[src/rtl/fetch_stage.sv]
// Instruction-fetch stage of the pipelined LC-3b core.
// The next-PC mux and the PC/DE load enables are combinational.
// The F->DE pipeline latch is the only state in this block.
module fetch_stage (
  input  logic        clk,
  input  logic        reset_n,
  input  logic [15:0] pc,
  input  logic        dep_stall,
  input  logic        mem_stall,
  input  logic        v_de_br_stall,
  input  logic        v_agex_br_stall,
  input  logic        v_mem_br_stall,
  input  logic        imem_r,
  input  logic [1:0]  mem_pcmux,
  input  logic [15:0] target_pc,
  input  logic [15:0] trap_pc,
  input  logic [15:0] instr,
  output logic        ld_pc,
  output logic [15:0] new_pc,
  output logic        ld_de,
  output logic [15:0] de_npc,
  output logic [15:0] de_ir,
  output logic        de_v
);

  localparam logic [1:0] PCMUX_SEQ    = 2'd0;
  localparam logic [1:0] PCMUX_TARGET = 2'd1;
  localparam logic [1:0] PCMUX_TRAP   = 2'd2;

  logic [15:0] w_pc_plus2;
  logic        w_br_stall;
  logic        w_redirect;
  logic        w_seq_advance;

  logic [15:0] r_de_npc;
  logic [15:0] r_de_ir;
  logic        r_de_v;

  // The add wraps naturally, so FFFE + 2 gives 0000.
  assign w_pc_plus2 = pc + 16'd2;

  // A control-flow instruction anywhere downstream blocks sequential fetch.
  assign w_br_stall = v_de_br_stall | v_agex_br_stall | v_mem_br_stall;

  // A MEM redirect goes ahead whenever MEM itself is not stalled.
  // A redirect therefore wins over a dependency stall or a branch stall.
  assign w_redirect    = (mem_pcmux != PCMUX_SEQ) & ~mem_stall;
  assign w_seq_advance = imem_r & ~dep_stall & ~mem_stall & ~w_br_stall;

  assign ld_pc = w_redirect | w_seq_advance;
  assign ld_de = ~(dep_stall | mem_stall);

  // Select the next PC. The reserved select value 3 behaves as sequential.
  always_comb begin
    new_pc = w_pc_plus2;
    case (mem_pcmux)
      PCMUX_TARGET: new_pc = target_pc;
      PCMUX_TRAP:   new_pc = trap_pc;
      default:      new_pc = w_pc_plus2;
    endcase
  end

  // DE latch: reset has priority over load. The latch holds its value when ld_de is low.
  // When a branch is in flight or imem is not ready, DE receives a bubble.
  // The npc and ir fields are still captured for that bubble.
  always_ff @(posedge clk) begin
    if (!reset_n) begin
      r_de_npc <= 16'h0000;
      r_de_ir  <= 16'h0000;
      r_de_v   <= 1'b0;
    end else if (ld_de) begin
      r_de_npc <= w_pc_plus2;
      r_de_ir  <= instr;
      r_de_v   <= imem_r & ~w_br_stall;
    end
  end

  assign de_npc = r_de_npc;
  assign de_ir  = r_de_ir;
  assign de_v   = r_de_v;

endmodule

[config.mk]
export PLATFORM = sky130hd
export DESIGN_NAME = fetch_stage
export DESIGN_NICKNAME = d
export VERILOG_FILES = /design/src/rtl/fetch_stage.sv
export SDC_FILE = /design/constraint.sdc
export NUM_CORES = 1
export LEC_CHECK = 0
export BUFFER_PORTS_ARGS = -buffer_cell sky130_fd_sc_hd__buf_2
export CORE_ASPECT_RATIO = 0.9
export CORE_MARGIN = 5
export CORE_UTILIZATION = 38
export DETAILED_ROUTE_END_ITERATION = 10
export GPL_TIMING_DRIVEN = 0
export HOLD_SLACK_MARGIN = 0.1
export PLACE_DENSITY = 0.86
export SLEW_MARGIN = 20
export SYNTH_ARGS = -nofsm -noshare
export SYNTH_HDL_FRONTEND = slang
export SYNTH_SLANG_ARGS = --single-unit
[constraint.sdc]
create_clock -name clk -period 2.8 [get_ports clk]
set_input_delay 0.56 -clock clk [delete_from_list [all_inputs] [get_ports clk]]
set_output_delay 0.56 -clock clk [all_outputs]
set_load 0.03 [all_outputs]
==> results.sh <==
export IMPL_ys_flop_type="dfxtp_1"
export IMPL_synth_cells=223
export IMPL_end_kind="output port"
export IMPL_die_area_mm2=0.00619
export IMPL_swShare_pct=35.7
export IMPL_coreArea_mm2=0.00452
export IMPL_drc=0
export IMPL_grt_pass1_wl_um=9180
export IMPL_vias=2112
export IMPL_min_delay_start="de_ir[3]"
export IMPL_antenna_found_initial=0
export IMPL_ios=125
export IMPL_setup_viol=0
export IMPL_skew_ns=0
export IMPL_wl_met1_um=2350
export IMPL_drive_gt1_share_pct=41.7
export IMPL_cts_hold_buf=0
export IMPL_synth_common_cells="nand2_1 (44), dfxtp_1 (33), a21oi_1 (22)"
export IMPL_grt_overflow=0
export IMPL_finalHoldViolCount=0
export IMPL_seq_power_share_pct=40.6
export IMPL_cp_required_ns=2.24
export IMPL_synth_seq_cells=33
export IMPL_synth_cell_type_count=31
export IMPL_fill_cells=433
export IMPL_async_reset_ff_share_pct=0
export IMPL_maxUsedRoutingLayer="met4"
export IMPL_synth_net_count=301
export IMPL_rsz0062_at_grt="no"
export IMPL_post_route_period_util_pct=92.3
export IMPL_synth_top_area_share_pct=36.9
export IMPL_wl_per_cell_um=14.4
export IMPL_drt_iter0_markers=68
export IMPL_htree_levels=2
export IMPL_p_switching_uw=445
export IMPL_power_frac_clock_pct=27.7
export IMPL_ys_seq_area_share_pct=36.9
export IMPL_pre_cts_ws_ns=0.101
export IMPL_synth_most_common_cell="nand2_1"
export IMPL_slew_violations=0
export IMPL_clk_insertion_delay_late_ns=0.28
export IMPL_power_density_mw_per_mm2=483
export IMPL_outcome="completed"
export IMPL_synth_edf_count=0
export IMPL_whs_endpoint="de_ir[3]"
export IMPL_route_met3_wl_um=631
export IMPL_slew_limit_headroom_pct=68.0
export IMPL_num_antenna_cells=0
export IMPL_utilization_pct=57.1
export IMPL_yosysTopAreaCell="dfxtp_1"
export IMPL_drt_total_wl_um=5990
export IMPL_hpwl_um=4840
export IMPL_ant_nets=0
export IMPL_die_h_um=75.1
export IMPL_ir_worst_vdd_mv=0.325
export IMPL_worstHoldPathCells=2
export IMPL_rr_worst_depth=2
export IMPL_synth_area_per_cell_um2=8.03
export IMPL_port_buffers=124
export IMPL_criticalPathCategory="input port to output port"
export IMPL_multi_input_area_mm2=0.00103
export IMPL_p_comb_share_pct=31.6
export IMPL_start_util_pct=39.7
export IMPL_rows=23
export IMPL_wl_met2_um=2930
export IMPL_cts_tree="done"
export IMPL_dpl_cell_area_mm2=0.00249
export IMPL_p_int_uw=801
export IMPL_die_w_um=82.4
export IMPL_fmax_ghz=0.387
export IMPL_synth_area_leaders="dfxtp_1 (37%), nand2_1 (9.2%), a21boi_0 (8.0%), a21oi_1 (6.1%), a221oi_1 (5.9%)"
export IMPL_p_leak_uw=0.00123
export IMPL_r2r_end="de_npc[11]"
export IMPL_critPathArrivalTime_ns=2.02
export IMPL_layout_area_overhead_vs_synth_pct=44.0
export IMPL_setup_slack_ns=0.217
export IMPL_syn_area_mm2=0.00179
export IMPL_cap_violations=0
export IMPL_clk_pin_slew_worst_paths_ns=0.06
export IMPL_nets=432
export IMPL_synth_warnings=0
export IMPL_r2r_slack_ns=2.13
export IMPL_fin_setup_tns_ns=0
export IMPL_period_minus_slack_ns=2.58
export IMPL_seqCellArea_um2=661
export IMPL_clockRootBuffer="clkbuf_8"
export IMPL_dr_pass1_iters=4
export IMPL_crit_fanout=10
export IMPL_ctsLongestPathBuffers=2
export IMPL_grt_max_degree=12
export IMPL_fin_area_mm2=0.00258
export IMPL_routed_via_density=5.06
export IMPL_grt_util_all_layers_pct=19.5
export IMPL_hp_class="flop to flop"
export IMPL_numCtsBuffers=5
export IMPL_globalplace_congestion=0.826
export IMPL_cp_start_kind="input port"
export IMPL_first_global_vias=2043
export IMPL_r2r_start="de_npc[11]"
export IMPL_clkSinkCount=33
export IMPL_worstMarginPinSlew_ns=0.473
-- power groups by stage --
stage | clock (uW) | combinational [uW] | sequential, uW
4_1_cts | 358 | 395 | 506
6_report | 345 | 394 | 506
5_1_grt | 383 | 427 | 508
3_5_place_dp | 0 | 393 | 516
3_3_place_gp | 0 | 385 | 516
2_1_floorplan | 0 | 191 | 566
-- area by class of cell --
| type | instances | share of cell area (%) |
|---|---|---|
| tap | 62 | 3.01 |
| inverter | 6 | 0.873 |
| clock inverter | 3 | 0.679 |
| clock buffer | 5 | 2.67 |
| buffer | 17 | 3.01 |
| sequential | 33 | 25.6 |
| multi-input combinational | 167 | 40.1 |
| timing repair buffer | 124 | 24.1 |
-- stage by stage --
step                      hold WS (ns)  power [uW]  instances
final                            0.458        1250        417
after detailed placement         0.452         910        409
after global placement           0.444         900        409
after CTS                        0.461        1260        417
after floorplan                  0.585         757        223
after global routing             0.484        1320        417
-- metal layers --
layer | vias up | GRT usage, %
li1 | 1044 | -
met1 | 951 | 22.4
met2 | 106 | 34.6
met3 | 11 | 6.22
met4 | 0 | 5.35
met5 | - | 0
-- kinds of logic after synthesis --
logic type	count (synthesis)	share of synthesized area (%)
and+or+nand+nor	81	23.0
AOI/OAI and AO/OA	68	25.0
DFF	33	36.9
buffers and inverters	23	5.38
xor gates and xnor gates	13	6.35
adders and majority gates	4	2.79
muxes	1	0.559
-- worst max-delay path: stages --
cell and delay, ns:
buf_2 0.09, inv_1 0.05, ha_1 0.26, buf_2 0.20, inv_1 0.11, clkbuf_2 0.21
a221oi_1 0.28, a21oi_1 0.07, buf_2 0.19
-- flip-flops by register name, indices dropped and copies added (netlist names) --
register and count:
de_v 1, de_npc 16, de_ir 16
-- worst max path at each step --
stage / from / endpoint / slack (ns) / cells past startpoint
6_report: mem_pcmux[0] / new_pc[12] / 0.22 / 9
5_1_grt: mem_pcmux[0] / new_pc[12] / 0.1 / 9
4_1_cts: mem_pcmux[0] / new_pc[5] / 0.10 / 8
3_5_place_dp: mem_pcmux[0] / new_pc[5] / 0.10 / 8
3_3_place_gp: mem_pcmux[0] / new_pc[12] / 0.20 / 9
2_1_floorplan: mem_pcmux[0] / new_pc[12] / 0.27 / 7
-- layout by cell type (no fill, tap or decap), drive strengths merged --
master	count
nand2b	1
mux2i	1
nand4	4
or2	1
clkinvlp	1
ha	4
nor4	2
nor3b	3
and4	1
inv	6
buf	130
a21boi	19
xnor2	10
nor2	15
a221oi	12
nor3	4
a21oi	22
nand3	5
nor4b	1
o211a	1
dfxtp	33
clkinv	2
clkbuf	16
o21ai	10
nand2	44
xor2	3
a22oi	4
-- repair_timing --
| item | 4_1_cts | 5_1_grt |
|---|---|---|
| resized for setup | 0 | 6 |
| endpoints found under the setup margin | 0 | 13 |
| setup buffers | 0 | 0 |
No activity file was read; power rests on OpenSTA's default activity.
